--- src/rtl/regfile_wb_arbiter_if.sv ---
// Regfile writeback bundle: pipeline writeback (A), multicycle-unit writeback stream (B),
// regfile write port and decode hazard lookups, grouped for the arbiter and its driver.
interface regfile_wb_arbiter_if;
  logic        a_we;
  logic [4:0]  a_wa;
  logic [31:0] a_wd;
  logic        a_stall;
  logic        b_valid;
  logic        b_ready;
  logic [4:0]  b_wa;
  logic [31:0] b_wd;
  logic        rf_we;
  logic [4:0]  rf_wa;
  logic [31:0] rf_wd;
  logic [4:0]  ra1;
  logic [4:0]  ra2;
  logic        hazard1;
  logic        hazard2;

  modport slave (
    input  a_we, a_wa, a_wd, b_valid, b_wa, b_wd, ra1, ra2,
    output a_stall, b_ready, rf_we, rf_wa, rf_wd, hazard1, hazard2
  );

  modport master (
    output a_we, a_wa, a_wd, b_valid, b_wa, b_wd, ra1, ra2,
    input  a_stall, b_ready, rf_we, rf_wa, rf_wd, hazard1, hazard2
  );
endinterface

--- src/rtl/regfile_wb_arbiter.sv ---
// Single regfile write port shared by pipeline writeback (A) and a FIFO-buffered B stream,
// with bounded-wait forced B grants and read-hazard scoreboard. Option: WB_ARB_BYPASS_EN.
module regfile_wb_arbiter #(
  parameter int DEPTH    = 4,
  parameter int MAX_WAIT = 3
) (
  input logic                clk,
  input logic                rst,
  regfile_wb_arbiter_if.slave bus
);
  localparam int PW = (DEPTH > 1) ? $clog2(DEPTH) : 1;
  localparam int CW = PW + 1;
  localparam int WW = (MAX_WAIT > 1) ? $clog2(MAX_WAIT + 1) : 1;
`ifdef WB_ARB_BYPASS_EN
  localparam logic BYPASS = 1'b1;
`else
  localparam logic BYPASS = 1'b0;
`endif

  logic [4:0]    wa_q [DEPTH];
  logic [31:0]   wd_q [DEPTH];
  logic [PW-1:0] rd_ptr_q, rd_ptr_d, wr_ptr_q, wr_ptr_d;
  logic [CW-1:0] count_q, count_d;
  logic [WW-1:0] wait_q, wait_d;

  logic             nonempty_s, a_eff_s, b_hs_s, byp_s, enq_s;
  logic             grant_head_s, grant_a_s, stall_s;
  logic             a_hit_s, hit1_s, hit2_s;
  logic [DEPTH-1:0] vld_s;

  function automatic logic entry_valid(input logic [PW-1:0] idx, input logic [PW-1:0] rd,
                                       input logic [CW-1:0] cnt);
    logic [PW-1:0] off;
    off = idx - rd;
    return CW'(off) < cnt;
  endfunction

  assign nonempty_s  = (count_q != {CW{1'b0}});
  assign a_eff_s     = bus.a_we & (bus.a_wa != 5'd0);
  assign bus.b_ready = (count_q < CW'(DEPTH)) & ~rst;
  assign b_hs_s      = bus.b_valid & bus.b_ready;

  // Scoreboard match of A address and decode read addresses against queued entries
  always_comb begin
    a_hit_s = 1'b0;
    hit1_s  = 1'b0;
    hit2_s  = 1'b0;
    for (int i = 0; i < DEPTH; i++) begin
      vld_s[i] = entry_valid(PW'(i), rd_ptr_q, count_q);
      a_hit_s  = a_hit_s | (vld_s[i] & (wa_q[i] == bus.a_wa));
      hit1_s   = hit1_s  | (vld_s[i] & (wa_q[i] == bus.ra1));
      hit2_s   = hit2_s  | (vld_s[i] & (wa_q[i] == bus.ra2));
    end
  end

  assign bus.hazard1 = ~rst & (bus.ra1 != 5'd0) & hit1_s;
  assign bus.hazard2 = ~rst & (bus.ra2 != 5'd0) & hit2_s;

  // Arbitration priority: starvation guard, WAW ordering, A, FIFO drain, bypass
  always_comb begin
    grant_head_s = 1'b0;
    grant_a_s    = 1'b0;
    stall_s      = 1'b0;
    byp_s        = 1'b0;
    if (rst) begin
      grant_head_s = 1'b0;
    end else if (nonempty_s && (wait_q == WW'(MAX_WAIT))) begin
      grant_head_s = 1'b1;
      stall_s      = 1'b1;
    end else if (a_eff_s && a_hit_s) begin
      grant_head_s = 1'b1;
      stall_s      = 1'b1;
    end else if (a_eff_s) begin
      grant_a_s = 1'b1;
    end else if (nonempty_s) begin
      grant_head_s = 1'b1;
    end else begin
      byp_s = BYPASS & b_hs_s & (bus.b_wa != 5'd0);
    end
  end

  assign enq_s       = b_hs_s & (bus.b_wa != 5'd0) & ~byp_s;
  assign bus.a_stall = stall_s;

  // Write-port mux
  always_comb begin
    bus.rf_we = 1'b0;
    bus.rf_wa = 5'd0;
    bus.rf_wd = 32'd0;
    if (grant_head_s) begin
      bus.rf_we = 1'b1;
      bus.rf_wa = wa_q[rd_ptr_q];
      bus.rf_wd = wd_q[rd_ptr_q];
    end else if (grant_a_s) begin
      bus.rf_we = 1'b1;
      bus.rf_wa = bus.a_wa;
      bus.rf_wd = bus.a_wd;
    end else if (byp_s) begin
      bus.rf_we = 1'b1;
      bus.rf_wa = bus.b_wa;
      bus.rf_wd = bus.b_wd;
    end else begin
      bus.rf_we = 1'b0;
    end
  end

  // FIFO pointer/count and head wait-counter next state
  always_comb begin
    wr_ptr_d = enq_s ? wr_ptr_q + 1'b1 : wr_ptr_q;
    rd_ptr_d = grant_head_s ? rd_ptr_q + 1'b1 : rd_ptr_q;
    case ({enq_s, grant_head_s})
      2'b10:   count_d = count_q + 1'b1;
      2'b01:   count_d = count_q - 1'b1;
      default: count_d = count_q;
    endcase
    if (!nonempty_s || grant_head_s) begin
      wait_d = {WW{1'b0}};
    end else if (grant_a_s && (wait_q != WW'(MAX_WAIT))) begin
      wait_d = wait_q + 1'b1;
    end else begin
      wait_d = wait_q;
    end
  end

  // Control state register
  always_ff @(posedge clk) begin
    if (rst) begin
      rd_ptr_q <= {PW{1'b0}};
      wr_ptr_q <= {PW{1'b0}};
      count_q  <= {CW{1'b0}};
      wait_q   <= {WW{1'b0}};
    end else begin
      rd_ptr_q <= rd_ptr_d;
      wr_ptr_q <= wr_ptr_d;
      count_q  <= count_d;
      wait_q   <= wait_d;
    end
  end

  // Entry storage; contents are qualified by pointers/count so need no reset
  always_ff @(posedge clk) begin
    if (enq_s) begin
      wa_q[wr_ptr_q] <= bus.b_wa;
      wd_q[wr_ptr_q] <= bus.b_wd;
    end
  end
endmodule

--- src/flat_wrapper.sv ---
// flat-port wrapper written by rule: the top's interface ports become plain ports
module regfile_wb_arbiter_flat 
#(
  parameter int DEPTH    = 4,
  parameter int MAX_WAIT = 3
)
  (clk, rst, bus_a_we, bus_a_wa, bus_a_wd, bus_b_valid, bus_b_wa, bus_b_wd, bus_ra1, bus_ra2, bus_a_stall, bus_b_ready, bus_rf_we, bus_rf_wa, bus_rf_wd, bus_hazard1, bus_hazard2);
  regfile_wb_arbiter_if bus_i ();
  input logic clk;
  input logic rst;
  input wire logic [$bits(bus_i.a_we)-1:0] bus_a_we;
  input wire logic [$bits(bus_i.a_wa)-1:0] bus_a_wa;
  input wire logic [$bits(bus_i.a_wd)-1:0] bus_a_wd;
  input wire logic [$bits(bus_i.b_valid)-1:0] bus_b_valid;
  input wire logic [$bits(bus_i.b_wa)-1:0] bus_b_wa;
  input wire logic [$bits(bus_i.b_wd)-1:0] bus_b_wd;
  input wire logic [$bits(bus_i.ra1)-1:0] bus_ra1;
  input wire logic [$bits(bus_i.ra2)-1:0] bus_ra2;
  output wire logic [$bits(bus_i.a_stall)-1:0] bus_a_stall;
  output wire logic [$bits(bus_i.b_ready)-1:0] bus_b_ready;
  output wire logic [$bits(bus_i.rf_we)-1:0] bus_rf_we;
  output wire logic [$bits(bus_i.rf_wa)-1:0] bus_rf_wa;
  output wire logic [$bits(bus_i.rf_wd)-1:0] bus_rf_wd;
  output wire logic [$bits(bus_i.hazard1)-1:0] bus_hazard1;
  output wire logic [$bits(bus_i.hazard2)-1:0] bus_hazard2;
  assign bus_i.a_we = bus_a_we;
  assign bus_i.a_wa = bus_a_wa;
  assign bus_i.a_wd = bus_a_wd;
  assign bus_i.b_valid = bus_b_valid;
  assign bus_i.b_wa = bus_b_wa;
  assign bus_i.b_wd = bus_b_wd;
  assign bus_i.ra1 = bus_ra1;
  assign bus_i.ra2 = bus_ra2;
  assign bus_a_stall = bus_i.a_stall;
  assign bus_b_ready = bus_i.b_ready;
  assign bus_rf_we = bus_i.rf_we;
  assign bus_rf_wa = bus_i.rf_wa;
  assign bus_rf_wd = bus_i.rf_wd;
  assign bus_hazard1 = bus_i.hazard1;
  assign bus_hazard2 = bus_i.hazard2;
  regfile_wb_arbiter #(.DEPTH(DEPTH), .MAX_WAIT(MAX_WAIT)) u_core (.clk(clk), .rst(rst), .bus(bus_i));
endmodule
--- config.mk ---
export PLATFORM = sky130hd
export DESIGN_NAME = regfile_wb_arbiter_flat
export DESIGN_NICKNAME = d
export VERILOG_FILES = /design/src/rtl/regfile_wb_arbiter_if.sv /design/src/rtl/regfile_wb_arbiter.sv /design/src/flat_wrapper.sv
export SDC_FILE = /design/constraint.sdc
export NUM_CORES = 1
export LEC_CHECK = 0
export CORE_ASPECT_RATIO = 1.25
export CORE_UTILIZATION = 50
export CTS_BUF_LIST = sky130_fd_sc_hd__clkbuf_8 sky130_fd_sc_hd__clkbuf_16
export DETAILED_ROUTE_END_ITERATION = 8
export DONT_BUFFER_PORTS = 1
export PLACE_DENSITY_LB_ADDON = 0.3
export RECOVER_POWER = 100
export SYNTH_ARGS = -nofsm -noshare
export SYNTH_HDL_FRONTEND = slang
export SYNTH_SLANG_ARGS = --single-unit
--- constraint.sdc ---
create_clock -name clk -period 3.5 [get_ports clk]
set_input_delay 0.525 -clock clk [delete_from_list [all_inputs] [get_ports clk]]
set_output_delay 0.525 -clock clk [all_outputs]
set_load 0.05 [all_outputs]
# After elaboration in Yosys (flattened, before gate mapping)

Memory sizes are Yosys's and may differ from the RTL's. A register that Yosys moved wholly into a read port is not among the register bits.
Index checks and enable logic that the tools add are counted.

Add/subtract/negate cells: 9
Magnitude comparators: 5
Equality and inequality tests: 16
Multiplexer cells: 25
Bitwise logic cells: 30
Reductions and logical operators: 12

Operators with widths:

| cell                                                                   | count |
|---|---|
| 32-bit 2-to-1 mux                                                      | 2 |
| 5-bit equality test                                                    | 12 |
| 1-bit AND                                                              | 20 |
| 5-bit nonzero test                                                     | 4 |
| 1-bit 2-to-1 mux                                                       | 16 |
| 2-bit by 3-bit less-than comparator with 1-bit output                  | 4 |
| 5-bit 2-to-1 mux                                                       | 2 |
| 1-bit OR                                                               | 9 |
| 2-bit 2-to-1 mux                                                       | 4 |
| 2-bit by 1-bit adder with 2-bit output (second input constant)         | 3 |
| 3-bit case mux with 2 select lines                                     | 1 |
| 2-bit equality test (second input constant)                            | 2 |
| 1-bit by 2-bit subtractor with 2-bit output (first input constant)     | 2 |
| 2-bit subtractor (first input constant)                                | 2 |
| 3-bit by 1-bit adder with 3-bit output (second input constant)         | 1 |
| 1-bit logical AND                                                      | 3 |
| 3-bit less-than comparator (second input constant)                     | 1 |
| 3-bit nonzero test                                                     | 1 |
| 3-bit by 1-bit subtractor with 3-bit output (second input constant)    | 1 |
| 2-bit by 1-bit equality test with 1-bit output (second input constant) | 1 |
| 2-bit inequality test (second input constant)                          | 1 |
| 2-bit nonzero test                                                     | 1 |
| 2-bit OR reduction                                                     | 1 |
| 1-bit logical NOT                                                      | 1 |
| other kinds (2)                                                        | 2 |

Register bits after elaboration: 9
RAM bits: 148
Output and inout port bits: 42
Memories: 2

Memory list:

| memory      | words | width | rd ports | clocked after Yosys merged registers in | write ports | RTL line                 | text |
|---|---|---|---|---|---|---|---|
| u_core.wd_q | 4     | 32    | 1        | 1                                       | 1           | regfile_wb_arbiter.sv:21 | `logic [31:0] wd_q [DEPTH];` |
| u_core.wa_q | 4     | 5     | 5        | 1                                       | 1           | regfile_wb_arbiter.sv:20 | `logic [4:0] wa_q [DEPTH];` |

# Logic depth before layout (Yosys ltp)

Gate-level depths: netlist of run 1.

Depth after elaboration: 12
Depth in mapped cells: 19

# Worst setup path before layout of run 1

OpenSTA, ideal clock, no wires.

Path type: register to register
Start point: reg u_core.rd_ptr_q[0]
End point: reg u_core.count_q[2]
Data arrival time: 3.616 ns
Required time: 3.429 ns
Setup slack: -0.186 ns
Stages on the path, launching flop included: 20
Buffers on the path: 4
Cells stage by stage: dfxtp_1 -> buf_2 -> xnor2_1 -> inv_1 -> ha_1 -> nand2b_1 -> o22ai_1 -> or4_1 -> and4_4 -> buf_6 -> o22a_1 -> buf_6 -> buf_6 -> inv_1 -> ha_1 -> inv_1 -> fa_1 -> xor2_1 -> or3_1 -> a21oi_1

Cells in the longest elaborated chain, start to end: 12

Ends and longest elaborated chain:

| item                                                                                  | RTL line                  | text |
|---|---|---|
| start: declaration                                                                    | regfile_wb_arbiter.sv:22  | `logic [PW-1:0] rd_ptr_q, rd_ptr_d, wr_ptr_q, wr_ptr_d;` |
| start signal: assignment                                                              | regfile_wb_arbiter.sv:128 | `rd_ptr_q <= {PW{1'b0}};` |
| start signal: assignment                                                              | regfile_wb_arbiter.sv:133 | `rd_ptr_q <= rd_ptr_d;` |
| 1-bit by 2-bit subtractor with 2-bit output                                           | regfile_wb_arbiter.sv:34  | `off = idx - rd;` |
| 2-bit by 3-bit less-than comparator with 1-bit output                                 | regfile_wb_arbiter.sv:35  | `return CW'(off) < cnt;` |
| 1-bit AND                                                                             | regfile_wb_arbiter.sv:50  | `a_hit_s = a_hit_s \| (vld_s[i] & (wa_q[i] == bus.a_wa));` |
| 1-bit OR (2 in series)                                                                | regfile_wb_arbiter.sv:50  |  |
| 1-bit OR (*)                                                                          | regfile_wb_arbiter.sv:50  |  |
| 1-bit logical AND (*)                                                                 | regfile_wb_arbiter.sv:70  | `end else if (a_eff_s && a_hit_s) begin` |
| 1-bit 2-to-1 mux (*)                                                                  | regfile_wb_arbiter.sv:70  |  |
| 1-bit 2-to-1 mux (*)                                                                  | regfile_wb_arbiter.sv:67  | `end else if (nonempty_s && (wait_q == WW'(MAX_WAIT))) begin` |
| 1-bit 2-to-1 mux (*)                                                                  | regfile_wb_arbiter.sv:65  | `if (rst) begin` |
| 2-bit by 1-bit equality test with 1-bit output or 2-bit equality test (tied branches) | regfile_wb_arbiter.sv:111 | `case ({enq_s, grant_head_s})` |
| 3-bit case mux with 2 select lines or 2-bit nonzero test (tied branches)              | n/a                       |  |
| end signal: assignment                                                                | regfile_wb_arbiter.sv:130 | `count_q <= {CW{1'b0}};` |
| end signal: assignment                                                                | regfile_wb_arbiter.sv:135 | `count_q <= count_d;` |
| end: declaration                                                                      | regfile_wb_arbiter.sv:23  | `logic [CW-1:0] count_q, count_d;` |

Mark *: on every way between the ends. The rest lies on a longest branch, timed or not.
A chain may end at the register's enable or synchronous reset.

# Worst setup path after layout of run 1

Start point: reg u_core.rd_ptr_q[1]
End point: out bus_rf_wd[5]

Cells in the longest elaborated chain, start to end: 12

Ends and longest elaborated chain:

| item                                                  | RTL line                 | text |
|---|---|---|
| 1-bit by 2-bit subtractor with 2-bit output           | regfile_wb_arbiter.sv:34 |  |
| 2-bit by 3-bit less-than comparator with 1-bit output | regfile_wb_arbiter.sv:35 |  |
| 1-bit AND                                             | regfile_wb_arbiter.sv:50 |  |
| 1-bit OR (2 in series)                                | regfile_wb_arbiter.sv:50 |  |
| 1-bit OR (*)                                          | regfile_wb_arbiter.sv:50 |  |
| 1-bit logical AND (*)                                 | regfile_wb_arbiter.sv:70 |  |
| 1-bit 2-to-1 mux                                      | regfile_wb_arbiter.sv:70 |  |
| 1-bit 2-to-1 mux                                      | regfile_wb_arbiter.sv:67 |  |
| 1-bit 2-to-1 mux                                      | regfile_wb_arbiter.sv:65 |  |
| 32-bit 2-to-1 mux                                     | regfile_wb_arbiter.sv:94 | `end else if (grant_a_s) begin` |
| 32-bit 2-to-1 mux (*)                                 | regfile_wb_arbiter.sv:90 | `if (grant_head_s) begin` |
| end: declaration                                      | flat_wrapper.sv:23       | `output wire logic [$bits(bus_i.rf_wd)-1:0] bus_rf_wd;` |

Marked as above.

==> run summary, run 1 <==
The relative contribution of combinational cells to total power came out at 29.2%. The leakage power of the design is 3.021 nW. Once layout is complete, the utilization of the core stands at 60.83%.

The library cells used most frequently in the layout, excluding fill and tap cells, are sky130_fd_sc_hd__edfxtp_1, sky130_fd_sc_hd__inv_1, sky130_fd_sc_hd__buf_4, sky130_fd_sc_hd__mux4_2, sky130_fd_sc_hd__xor2_1. The final antenna-violating net count is 0. The met2 track utilization from global routing is about two fifths.

The count of port buffers added during placement came out at 0. The routed design has 15440 um of wire. The capturing element type of the critical path is an output port. The overflow left after global routing came out at 0.

The detailed-route DRC error count came out at 5. The via count of the first global-routing pass came out at 4503. The global routing usage on met3 is 5.836%. The shortest period the worst path allows is 3.417 ns. In this run the tightest slew margin relative to its limit is 29.43%. Total power for the finished layout comes to about 5.6 mW. A synthesized cell averages between 15 and 20 sq um. Static timing analysis puts the maximum clock frequency at between 200 and 300 MHz. The number of standard cells after synthesis is 480. Buffers added to address setup during post-CTS repair amount to 0.

The maximum number of pins on one net before global-route repair came out at 27. The violation count after the first detailed-route iteration is 240. Cell internal power was estimated by the tool at 3.890 mW.

Summed over all nets, the half-perimeter wirelength after detailed placement is 10680 um. In this run the biggest area consumer among cell types represents 58.96% of the synthesized area. The wire length of the first global-routing pass is roughly 24000 um.

The number of placed cells counting well taps came out at around 680. The initial antenna violation count came out at 0. The number of synthesized flops with an enable pin is roughly 150. The power density over cell area came out at 633.4 nW/um^2. The layout net count is 619.

The run finished, with violations left. The clock reaches the later pin of the worst-skew pair after roughly 0.41 ns. The net load switching power is 1.709 mW. The final weighted congestion in routability-driven placement came out at 0.8705.

Global routing used 22.89% of the available met1 tracks. Leaving out fill and tap cells, the most frequent cell in the layout is sky130_fd_sc_hd__edfxtp_1. The clock skew after layout is roughly 0.0057 ns. Measured in cells, the most critical reg-to-reg path has a length of 14. The post-layout instance count excluding filler cells is 710. Setup violations remaining at the end of the flow were counted as 0. The maximum resistive drop on vdd came out at 0.4951 mV. The final reports fail on DRC. By area the synthesized netlist is led by sky130_fd_sc_hd__edfxtp_1, sky130_fd_sc_hd__mux4_2, sky130_fd_sc_hd__o2bb2ai_2.

Clock tree synthesis selected as its root buffer the cell sky130_fd_sc_hd__clkbuf_16. In this run, the clock network consumes 29.9% of the power. The switching share of power is 30.52%.

The width of the die is 111.8 um. The pre-CTS setup slack came out at roughly 0.19 ns. Among all flip-flop cells after synthesis, the most frequent one is sky130_fd_sc_hd__edfxtp_1. The share of total power in sequential cells is between 40% and 50%. In this run the cell area of the synthesized design comes to 7537 sq um. The total number of vias came out at ~4100. STA classifies the critical path startpoint as a register.

Of all cell types, the one taking the most synthesized area is sky130_fd_sc_hd__edfxtp_1. The die is 139.3 um tall. The clock tree from TritonCTS is built. The count of TritonRoute iterations in the first routing pass is 8. The ratio of final minimum period to clock period is 97.62%.

Yosys printed 0 warnings. The number of antenna diodes in the final layout is 0. The sink count of the clock tree came out at 159. The number of hold violations in the final report came to 0.

The buffer levels on the longest clock path came out at 2. At the pin with the least slew margin, the transition time is approximately 1.1 ns. The final total negative setup slack came out at 0 ns. Of all nets on the critical path, the largest fanout is 22.

The detailed-route vias per instance is 5.821. The worst hold path belongs to the class in2reg. Cells with a size suffix above 1 make up 31.20% of the layout. Synthesis produced a netlist with a net count of 579. The number of maximum-capacitance violations came out at 0. Along the worst hold path, the cell count comes to 1.

The count of pins over their slew limit is 0. The area growth from synthesis to layout is 17.26%. The critical path required time is 2.97 ns. The worst setup margin is between 0.08 and 0.09 ns. The setup path with the least slack is of type reg2out. Yosys mapped the design onto 44 distinct sky130hd cell types. The global-route usage over all layers came out at 21.05%.

The initial cell density of the core came out at 51.87%. The number of rows in the core area came out at 49. The total I/O pin count came out at 130. The floorplan die area came out at between 15000 and 20000 sq um.

The number of storage elements in the synthesis netlist is 159. Clock tree synthesis inserted a total of 17 buffers. The average wire length per cell after detail routing came out at 21.74 um. The core footprint is 14530 sq um. The sequential-to-total area share from yosys stat is around three fifths. The worst path arrival time came out at roughly 2.9 ns.

The most crowded layer after global routing is met2. Of all flip-flops after synthesis, the portion carrying an async set or reset was 0%. The post-CTS clock slew at the launch and capture registers of the worst setup and hold paths came out at ~0.06 ns. The count of H-tree levels built during CTS came out at 4.
[path summary, 6_finish.rpt]
kind	slack (ns)	from	end
worst max-delay path	0.08	u_core.rd_ptr_q[1]	bus_rf_wd[5]
worst min-delay path	0.18	rst	u_core.count_q[2]
worst max register to register	0.27	u_core.rd_ptr_q[1]	u_core.count_q[2]
worst min register to register	0.43	u_core.wait_q[0]	u_core.wait_q[0]
[what timing repair did]
item,4_1_cts,5_1_grt
resized for setup,10,10
pin swaps,2,1
hold buffers,0,0
setup endpoints to repair,37,37
[power groups by stage]
stage | clock [mW] | sequential, mW | combinational (mW)
final | 1.67 | 2.29 | 1.64
after global routing | 1.77 | 2.31 | 1.76
after CTS | 1.71 | 2.30 | 1.62
after detailed placement | 0 | 2.34 | 1.59
after global placement | 0 | 2.33 | 1.57
after floorplan | 0 | 2.24 | 1.27
[worst max-delay path: stages (launching register included)]
cell,delay (ns)
sky130_fd_sc_hd__dfxtp_2,0.34
sky130_fd_sc_hd__xnor2_2,0.15
sky130_fd_sc_hd__ha_1,0.30
sky130_fd_sc_hd__nand2b_1,0.09
sky130_fd_sc_hd__o22ai_2,0.09
sky130_fd_sc_hd__or4_4,0.51
sky130_fd_sc_hd__and4_4,0.23
sky130_fd_sc_hd__o22a_4,0.21
sky130_fd_sc_hd__buf_12,0.17
sky130_fd_sc_hd__o2bb2ai_1,0.15
sky130_fd_sc_hd__buf_4,0.22
[routing by layer]
metal,vias up,wire (um)
met5,-,0
li1,1900,-
met2,104,8657
met4,0,193
met3,16,885
met1,2113,5699
[cell usage after synthesis (2+ instances only)]
library cell / n
sky130_fd_sc_hd__o21bai_1: 2
sky130_fd_sc_hd__buf_2: 10
sky130_fd_sc_hd__o31ai_1: 2
sky130_fd_sc_hd__nand4_1: 3
sky130_fd_sc_hd__or3_1: 3
sky130_fd_sc_hd__or4_1: 5
sky130_fd_sc_hd__xor2_1: 32
sky130_fd_sc_hd__dfxtp_1: 11
sky130_fd_sc_hd__and2_1: 4
sky130_fd_sc_hd__nor2_1: 12
sky130_fd_sc_hd__buf_6: 4
sky130_fd_sc_hd__nor4_1: 7
sky130_fd_sc_hd__o41ai_1: 2
sky130_fd_sc_hd__nand2b_1: 2
sky130_fd_sc_hd__nor3_1: 8
sky130_fd_sc_hd__xnor2_1: 32
sky130_fd_sc_hd__a41oi_1: 2
sky130_fd_sc_hd__a21oi_1: 5
sky130_fd_sc_hd__buf_1: 4
sky130_fd_sc_hd__clkbuf_1: 17
sky130_fd_sc_hd__edfxtp_1: 148
sky130_fd_sc_hd__a31oi_1: 2
sky130_fd_sc_hd__o2bb2ai_1: 18
sky130_fd_sc_hd__nand3_1: 10
sky130_fd_sc_hd__inv_1: 49
sky130_fd_sc_hd__nand2_1: 2
sky130_fd_sc_hd__o2bb2ai_2: 19
sky130_fd_sc_hd__mux4_2: 37
sky130_fd_sc_hd__ha_1: 10
sky130_fd_sc_hd__o21ai_0: 3
sky130_fd_sc_hd__o22ai_1: 2
[registers in the layout, summed over array words and instances (netlist names), named ones only]
register	flops
u_core.wait_q	2
u_core.count_q	3
u_core.wa_q	20
u_core.wd_q	128
u_core.rd_ptr_q	2
u_core.wr_ptr_q	2
[cell families after synthesis]
group                    after synthesis  share of synthesized area (%)
multiplexers                          37                          11.06
adder cells (fa/ha/maj)               11                          1.926
AO/OA/AOI/OAI                         64                          8.449
flip-flops                           159                          61.89
buffers and inverters                 84                          4.748
XOR/XNOR                              64                          7.437
AND/OR/NAND/NOR                       61                          4.499
[through the flow]
step,instance area (sq um),hold WS [ns]
3_3_place_gp,8203,0.4065
6_report,8838,0.1781
5_1_grt,8838,0.1537
2_1_floorplan,7560,0.3974
4_1_cts,8792,0.1500
3_5_place_dp,8203,0.4250
[area by class of cell]
type / instances / area [sq um]
Fill cell: 1084 / 5692
Sequential cell: 159 / 4668
Tap cell: 178 / 222.7
Clock buffer: 17 / 425.4
Timing Repair Buffer: 56 / 606.8
Multi-Input combinational cell: 237 / 2611
Inverter: 49 / 183.9
Clock inverter: 14 / 120.1
(Power assumes the default switching activity.)
==> run 2, diff against run 1 <==
--- a/config.mk
+++ b/config.mk
@@ -15,3 +15,4 @@
 export SYNTH_ARGS = -nofsm -noshare
 export SYNTH_HDL_FRONTEND = slang
 export SYNTH_SLANG_ARGS = --single-unit
+export TNS_END_PERCENT = 10
==> constraint.sdc (replaced) <==
create_clock -name clk -period 3.03 [get_ports clk]
set_input_delay 0.4545 -clock clk [delete_from_list [all_inputs] [get_ports clk]]
set_output_delay 0.4545 -clock clk [all_outputs]
set_load 0.05 [all_outputs]
==> run summary, run 2 (synthesized netlist as in run 1, its figures left out) <==
The total clock buffers created by CTS is 17 (unchanged). The detailed-route vias per instance is 5.864 (was 5.821). The count of pins over their slew limit was 0 (unchanged). The average wire length per cell after detail routing is 22.70 um (was 21.74 um). The type of the most critical hold path is in2reg (unchanged). The number of maximum-capacitance violations came out at 0 (unchanged). The fraction of final layout cells sized beyond drive strength 1 is 39.08% (was 31.20%).

Setup repair after global routing could not meet its margin everywhere. The worst path arrival time came out at 2.99 ns (was 2.89 ns). The kind of critical path is reg2out (unchanged). The most crowded layer after global routing is met2 (unchanged). The power density over cell area was 722.6 nW/um^2 (was 633.4 nW/um^2). The total power after layout was 7.194 mW (was 5.599 mW). The capturing element type of the critical path was an output port (unchanged). The relative contribution of combinational cells to total power came out at 34.9% (was 29.2%).

The count of H-tree levels built during CTS is 4 (unchanged). The global-route usage over all layers was 21.42% (was 21.05%). The met1 demand-to-capacity share in global routing was 25.28% (was 22.89%). The layout net count is 649 (was 619).

The worst setup margin came out at -0.4118 ns (was 0.08340 ns). The switching share of power came out at 31.38% (was 30.52%). The cell count of the worst reg-to-reg path came to 14 (unchanged). The end point of the critical path is bus_rf_wd[8] (was bus_rf_wd[5]). The pre-CTS setup slack came out at -0.1904 ns (was 0.1856 ns). The via count of the first global-routing pass is 4569 (was 4503). Most frequent cells in the layout: sky130_fd_sc_hd__edfxtp_1, sky130_fd_sc_hd__inv_1, sky130_fd_sc_hd__mux4_2, sky130_fd_sc_hd__buf_12, sky130_fd_sc_hd__buf_4 (was sky130_fd_sc_hd__edfxtp_1, sky130_fd_sc_hd__inv_1, sky130_fd_sc_hd__buf_4, sky130_fd_sc_hd__mux4_2, sky130_fd_sc_hd__xor2_1). The share of total power in sequential cells came out at 36.1% (was 40.9%). The count of TritonRoute iterations in the first routing pass came out at 8 (unchanged). The critical path launch point type was a register (unchanged). The y dimension of the die came out at 139.3 um (unchanged).

The most common cell after layout, fill and taps aside was sky130_fd_sc_hd__edfxtp_1 (unchanged). The detailed-route DRC error count came to 10 (was 5). Static timing analysis puts the maximum clock frequency at slightly below 300 MHz.

The initial cell density of the core came out at 51.87% (unchanged). Result of the run: finished with violations (unchanged). The transition time at the pin with the least slew margin is 1.039 ns (was 1.062 ns).

The register-to-register path setup slack came to -0.22 ns (was 0.27 ns). The clock skew after layout was 0.008468 ns (was 0.005732 ns). The sink count of the clock tree is 159 (unchanged). The post-layout instance count excluding filler cells is 741 (was 710).

The net load switching power is 2.257 mW (was 1.709 mW). The final weighted congestion in routability-driven placement came out at 0.8832 (was 0.8705). Largest regs: u_core.wd_q: 128 flops, u_core.wa_q: 20 flops, u_core.count_q: 3 flops (unchanged). The shortest period the worst path allows is 3.442 ns. The maximum resistive drop on vdd is 0.4080 mV (was 0.4951 mV).

Violated checks: DRC, setup timing (was DRC). The launch point of the worst reg-to-reg path is u_core.rd_ptr_q[1] (unchanged). The largest fanout on the critical path is 10 (was 22).

The buffer levels on the longest clock path came out at 2 (unchanged). The wire length of the first global-routing pass came out at 24570 um (was 24180 um). The post-CTS clock slew at the launch and capture registers of the worst setup and hold paths is 0.06 ns (about the same). The final-layout worst hold slack is 0.1084 ns (was 0.1781 ns). The HPWL reported at the end of detailed placement came to 11010 um (was 10680 um). The reg-to-reg critical path endpoint was u_core.count_q[2] (unchanged). The overflow left after global routing came to 0 (unchanged). The final antenna-violating net count came out at 0 (unchanged). The total of endpoints with negative setup slack in the final report came out at 79 (was 0). The number of hold violations in the final report is 0 (unchanged). The clock tree root driver cell is sky130_fd_sc_hd__clkbuf_16 (unchanged). The leakage power of the design is 3.434 nW (was 3.021 nW). The worst max-slew margin expressed relative to the limit is 30.92% (was 29.43%). The aggregate routed wire length came out at 16820 um (was 15440 um). The global routing usage on met3 came to 5.531% (was 5.836%).

The width of the die was 111.8 um (unchanged). The violation count after the first detailed-route iteration is 191 (was 240). The number of placed cells counting well taps came out at 699 (was 679).

The count of hold-fix buffers inserted at cts came out at 0 (unchanged). The number of diodes added for antenna fixing came out at 0 (unchanged). The area added between synthesis and finish is 32.09% (was 17.26%). The register with the highest flop count is u_core.wd_q (unchanged).

The count of port buffers added during placement came out at 0 (unchanged). The number of flip-flops under the largest register name came out at 128 (unchanged). The core footprint was 14530 sq um (unchanged). The final total negative setup slack came to -14.06 ns (was 0 ns). The critical path startpoint is u_core.rd_ptr_q[1] (unchanged). The internal power consumption came out at 4.936 mW (was 3.890 mW). In the finished design, the share of the clock period the worst path needs comes to 113.6%. The met2 track utilization from global routing is 36.74% (was 38.74%).

The number of rows in the core area is 49 (unchanged). The part of the total power dissipated in the clock network was 29.0% (was 29.9%). The initial antenna violation count came out at 0 (unchanged). The source-to-sink clock delay at the later pin of the worst-skew pair was 0.42 ns (was 0.41 ns). The critical path required time was 2.58 ns (was 2.97 ns). The floorplan die area is 15570 sq um (unchanged).

The total I/O pin count came out at 130 (unchanged). The maximum number of pins on one net before global-route repair came to 38 (was 27). The clock tree from TritonCTS is built (unchanged).

The total number of vias is 4345 (was 4133).
## run 2: changes by cell type in the layout (fill, tap and decap cells not counted), sizes merged
cell / before / now
buf: 55 / 82
bufinv: 1 / 2
clkbuf: 18 / 21
clkinv: 7 / 6
clkinvlp: 3 / 1
inv: 52 / 55
## run 2: layout make-up
| cell class | instances | area [sq um] |
|---|---|---|
| inverter | 49 | 186.4 |
| tap | 178 | 222.7 |
| clock buffer | 17 | 425.4 |
| sequential | 159 | 4669 |
| timing repair buffer | 86 | 1196 |
| fill | 953 | 4574 |
| clock inverter | 15 | 160.2 |
| multi-input combinational | 237 | 3095 |
## run 2: per-layer routing
metal	share of wire [%]	routed length [um]	vias up
met5	0	0	-
met3	5.0	837	30
met4	2.9	483	0
met1	39	6476	2232
met2	54	9020	126
li1	-	-	1957
## run 2: repair_timing
action,in CTS,in global routing
resized for setup,18,58
pin swaps,1,10
setup buffers,0,7
setup endpoints to repair,40,45
gates cloned,0,3
## run 2: metrics by stage
stage               util (%)  instance area [sq um]
CTS                    64.65                   9394
floorplan                  -                   7666
detailed placement     59.86                   8697
finish                 68.52                   9956
global placement       59.86                   8697
global route           68.52                   9956
## run 2: worst min path at each step
stage	cells past startpoint	from	slack, ns	endpoint
after floorplan	1	u_core.wait_q[0]	0.40	u_core.wait_q[0]
after global placement	1	u_core.wait_q[0]	0.41	u_core.wait_q[0]
after detailed placement	1	u_core.wait_q[0]	0.42	u_core.wait_q[0]
after CTS	1	rst	0.09	u_core.count_q[0]
after global routing	1	rst	0.09	u_core.count_q[2]
final	1	rst	0.11	u_core.wr_ptr_q[0]
## run 2: power groups by stage
stage	Clock [mW]	Sequential (mW)	Combinational [mW]
finish	2.08	2.60	2.51
global route	2.18	2.61	2.68
CTS	2.11	2.59	2.23
detailed placement	0	2.64	2.17
global placement	0	2.64	2.13
floorplan	0	2.58	1.52
## run 2: worst max-delay path, stage by stage, from the launching register on
cell	delay (ns)
sky130_fd_sc_hd__dfxtp_2	0.35
sky130_fd_sc_hd__buf_4	0.11
sky130_fd_sc_hd__inv_1	0.05
sky130_fd_sc_hd__ha_1	0.29
sky130_fd_sc_hd__a21boi_0	0.22
sky130_fd_sc_hd__o21bai_1	0.14
sky130_fd_sc_hd__nand4_1	0.14
sky130_fd_sc_hd__nand4_1	0.26
sky130_fd_sc_hd__a211oi_4	0.31
sky130_fd_sc_hd__buf_4	0.32
sky130_fd_sc_hd__o2bb2ai_1	0.15
sky130_fd_sc_hd__buf_4	0.21
==> run 3, diff against run 2 <==
--- a/config.mk
+++ b/config.mk
@@ -10,7 +10,7 @@
 export CTS_BUF_LIST = sky130_fd_sc_hd__clkbuf_8 sky130_fd_sc_hd__clkbuf_16
 export DETAILED_ROUTE_END_ITERATION = 8
 export DONT_BUFFER_PORTS = 1
-export PLACE_DENSITY_LB_ADDON = 0.3
+export PLACE_DENSITY = 0.78
 export RECOVER_POWER = 100
 export SYNTH_ARGS = -nofsm -noshare
 export SYNTH_HDL_FRONTEND = slang
==> run summary, run 3 (synthesized netlist as in run 1, its figures left out) <==
The count of pins over their slew limit came out at 0 (unchanged). The floorplan die area is 15570 sq um (unchanged). Violated checks: DRC, setup timing (unchanged). Result of the run: finished with violations (unchanged). The cell family with the largest share of critical-path delay is simple AND/OR/NAND/NOR gates (was compound AO/OA/AOI/OAI gates). The share of total power in sequential cells is 35.6% (was 36.1%). The shortest period the worst path allows was 3.354 ns (was 3.442 ns). The detailed-route DRC error count is 8 (was 10). The kind of critical path was reg2out (unchanged). The maximum operating frequency came out at 298.1 MHz (was 290.5 MHz).

The aggregate routed wire length is 18310 um (was 16820 um). The origin of the worst min-delay path was rst (unchanged). The count of H-tree levels built during CTS is 4 (unchanged). The cell depth of the worst setup path is 12 (was 11). The y dimension of the die came out at 139.3 um (unchanged). The end of the worst hold path is u_core.count_q[2] (was u_core.wr_ptr_q[0]). The capturing element type of the critical path is an output port (unchanged). The clock tree from TritonCTS is built (unchanged). Cell-by-cell listing of the critical path: xnor2_2 > inv_1 > ha_1 > nand2b_1 > o22ai_2 > or4_4 > and4_4 > o22a_4 > buf_6 > buf_12 > o2bb2ai_2 > buf_6 (was buf_4 > inv_1 > ha_1 > a21boi_0 > o21bai_1 > nand4_1 > nand4_1 > a211oi_4 > buf_4 > o2bb2ai_1 > buf_4). The HPWL reported at the end of detailed placement is 11450 um (was 11010 um). The most common cell after layout, fill and taps aside was sky130_fd_sc_hd__edfxtp_1 (unchanged). RSZ-0062 raised after global routing: true (unchanged).

The average wire length per cell after detail routing is 24.68 um (was 22.70 um). The register with the highest flop count is u_core.wd_q (unchanged). The width of the die came to 111.8 um (unchanged). The number of diodes added for antenna fixing came out at 0 (unchanged). The total power after layout is 7.437 mW (was 7.194 mW). The area of placed instances is 8692 sq um (was 8697 sq um).

The fill cell instance count of the final layout is 895 (was 953). The final weighted congestion in routability-driven placement was 0.8580 (was 0.8832). The final antenna-violating net count was 0 (unchanged). The total clock buffers created by CTS came out at 17 (unchanged). The launch point of the worst reg-to-reg path is u_core.rd_ptr_q[1] (unchanged). The area added between synthesis and finish came out at 34.11% (was 32.09%).

Largest regs: u_core.wd_q: 128 flops, u_core.wa_q: 20 flops, u_core.count_q: 3 flops (unchanged). The post-CTS clock slew at the launch and capture registers of the worst setup and hold paths was 0.06 ns (about the same). The highest-delay cell along the critical path is sky130_fd_sc_hd__or4_4 (was sky130_fd_sc_hd__dfxtp_2). The number of maximum-capacitance violations is 0 (unchanged). The relative contribution of combinational cells to total power came to 33.7% (was 34.9%). The part of the total power dissipated in the clock network is 30.7% (was 29.0%). The violation count after the first detailed-route iteration came to 323 (was 191).

The ratio of final minimum period to clock period came to 110.7% (was 113.6%). The overflow left after global routing came out at 0 (unchanged). The worst path arrival time is 2.90 ns (was 2.99 ns).

The critical path required time is 2.58 ns (about the same). The power density over cell area is 735.7 nW/um^2 (was 722.6 nW/um^2). The layout net count came out at 650 (was 649). The count of hold-fix buffers inserted at cts came to 0 (unchanged). The global-route usage over all layers is 24.21% (was 21.42%). The most prevalent standard cell on the critical path is sky130_fd_sc_hd__buf_6 (was sky130_fd_sc_hd__buf_4). The number of flip-flops under the largest register name came out at 128 (unchanged). The transition time at the pin with the least slew margin is 1.056 ns (was 1.039 ns). The final instance area came out at 10110 sq um (was 9956 sq um). The via count of the first global-routing pass is 4840 (was 4569). The worst setup margin came out at -0.3242 ns (was -0.4118 ns).

The clock skew after layout is 0.009193 ns (was 0.008468 ns). The delay of the slowest cell on the worst path is 0.43 ns (was 0.35 ns). The total of endpoints with negative setup slack in the final report came out at 91 (was 79). The worst hold path stage count came out at 1 (unchanged). The maximum resistive drop on vdd is 0.4932 mV (was 0.4080 mV).

The count of TritonRoute iterations in the first routing pass is 7 (was 8). The cell count of the worst reg-to-reg path is 16 (was 14). The switching share of power came to 30.97% (was 31.38%). The initial cell density of the core came to 51.87% (unchanged). The wire length of the first global-routing pass came out at 27320 um (was 24570 um). The register-to-register path setup slack is -0.22 ns (about the same). The maximum number of pins on one net before global-route repair is 27 (was 38). The leakage power of the design came to 3.491 nW (was 3.434 nW). The net load switching power is 2.303 mW (was 2.257 mW). The type of the most critical hold path is in2reg (unchanged). The clock tree root driver cell is sky130_fd_sc_hd__clkbuf_16 (unchanged). The total I/O pin count came to 130 (unchanged). The detailed-route vias per instance is 5.925 (was 5.864). The initial antenna violation count came to 0 (unchanged).

Most frequent cells in the layout: sky130_fd_sc_hd__edfxtp_1, sky130_fd_sc_hd__inv_1, sky130_fd_sc_hd__mux4_2, sky130_fd_sc_hd__o2bb2ai_4, sky130_fd_sc_hd__buf_12 (was sky130_fd_sc_hd__edfxtp_1, sky130_fd_sc_hd__inv_1, sky130_fd_sc_hd__mux4_2, sky130_fd_sc_hd__buf_12, sky130_fd_sc_hd__buf_4). The total number of vias is 4396 (was 4345). The reg-to-reg critical path endpoint was u_core.count_q[2] (unchanged). The largest fanout on the critical path came out at 9 (was 10).

The sink count of the clock tree came out at 159 (unchanged). The source-to-sink clock delay at the later pin of the worst-skew pair is 0.42 ns (about the same). The internal power consumption is 5.133 mW (was 4.936 mW). The fraction of final layout cells sized beyond drive strength 1 came out at 38.65% (was 39.08%).

The worst max-slew margin expressed relative to the limit came out at 29.79% (was 30.92%). The number of rows in the core area is 49 (unchanged). The critical path launch point type is a register (unchanged). The count of buffer and inverter cells on the critical path was 4 (unchanged). The core footprint is 14530 sq um (unchanged). The buffer levels on the longest clock path came out at 2 (unchanged). The number of hold violations in the final report is 0 (unchanged). The count of port buffers added during placement is 0 (unchanged).
==> run 3: changes by cell type in the layout (fill, tap and decap cells not counted), moves of 2 or more <==
cell	before	now
sky130_fd_sc_hd__clkbuf_16	20	17
sky130_fd_sc_hd__inv_1	45	47
sky130_fd_sc_hd__o2bb2ai_1	2	0
sky130_fd_sc_hd__bufinv_16	2	4
sky130_fd_sc_hd__inv_2	3	1
sky130_fd_sc_hd__buf_16	0	4
sky130_fd_sc_hd__o2bb2ai_4	30	35
sky130_fd_sc_hd__buf_6	11	8
sky130_fd_sc_hd__o2bb2ai_2	5	2
sky130_fd_sc_hd__clkinv_2	4	1
sky130_fd_sc_hd__buf_8	3	6
==> run 3: how the worst max path moves through the flow <==
stage	startpoint	endpoint	slack (ns)
final	u_core.rd_ptr_q[1]	bus_rf_wd[0]	-0.32
after global routing	u_core.rd_ptr_q[1]	bus_rf_wd[0]	-0.44
after CTS	u_core.rd_ptr_q[0]	bus_rf_wd[11]	-0.34
after detailed placement	u_core.rd_ptr_q[1]	u_core.count_q[2]	-0.16
after global placement	u_core.rd_ptr_q[1]	u_core.count_q[2]	-0.04
after floorplan	u_core.rd_ptr_q[0]	u_core.count_q[2]	-0.41
==> run 3: cell type report <==
class	count	area, sq um	share of cell area (%)
Clock buffer	18	439.2	4.345
Clock inverter	14	203.9	2.018
Inverter	49	186.4	1.844
Multi-Input combinational cell	237	3144	31.11
Sequential cell	159	4669	46.19
Tap cell	178	222.7	2.203
Timing Repair Buffer	87	1242	12.29
==> run 3: routing by layer <==
layer  track usage (%)  up-vias  routed length [um]
li1                  -     1963                   -
met1             27.13     2216                6975
met2             43.31      172                9700
met3             6.098       45                1034
met4             10.74        0                 599
met5                 0        -                   0
==> run 3: power by group through the flow <==
stage	combinational (mW)	sequential (mW)	clock, mW
6_report	2.51	2.65	2.28
5_1_grt	2.65	2.67	2.39
4_1_cts	2.41	2.65	2.30
3_5_place_dp	2.14	2.69	0
3_3_place_gp	2.09	2.69	0
2_1_floorplan	1.52	2.58	0
==> run 3: what timing repair did <==
item	4_1_cts	5_1_grt
pin swaps	11	7
resized for setup	58	24
setup buffers	5	1
hold endpoints to repair	0	0
setup endpoints to repair	39	93
gates cloned	4	0
==> run 3: through the flow <==
stage	instances	hold slack [ns]	TNS (ns)	utilization (%)	setup slack, ns
2_1_floorplan	480	0.3974	-28.47	-	-0.4131
3_3_place_gp	700	0.4065	-0.03523	59.82	-0.03523
3_5_place_dp	700	0.4245	-0.3034	59.82	-0.1572
4_1_cts	741	0.08703	-12.08	68.19	-0.3449
5_1_grt	742	0.08116	-31.55	69.57	-0.4410
6_report	742	0.1048	-16.57	69.57	-0.3242
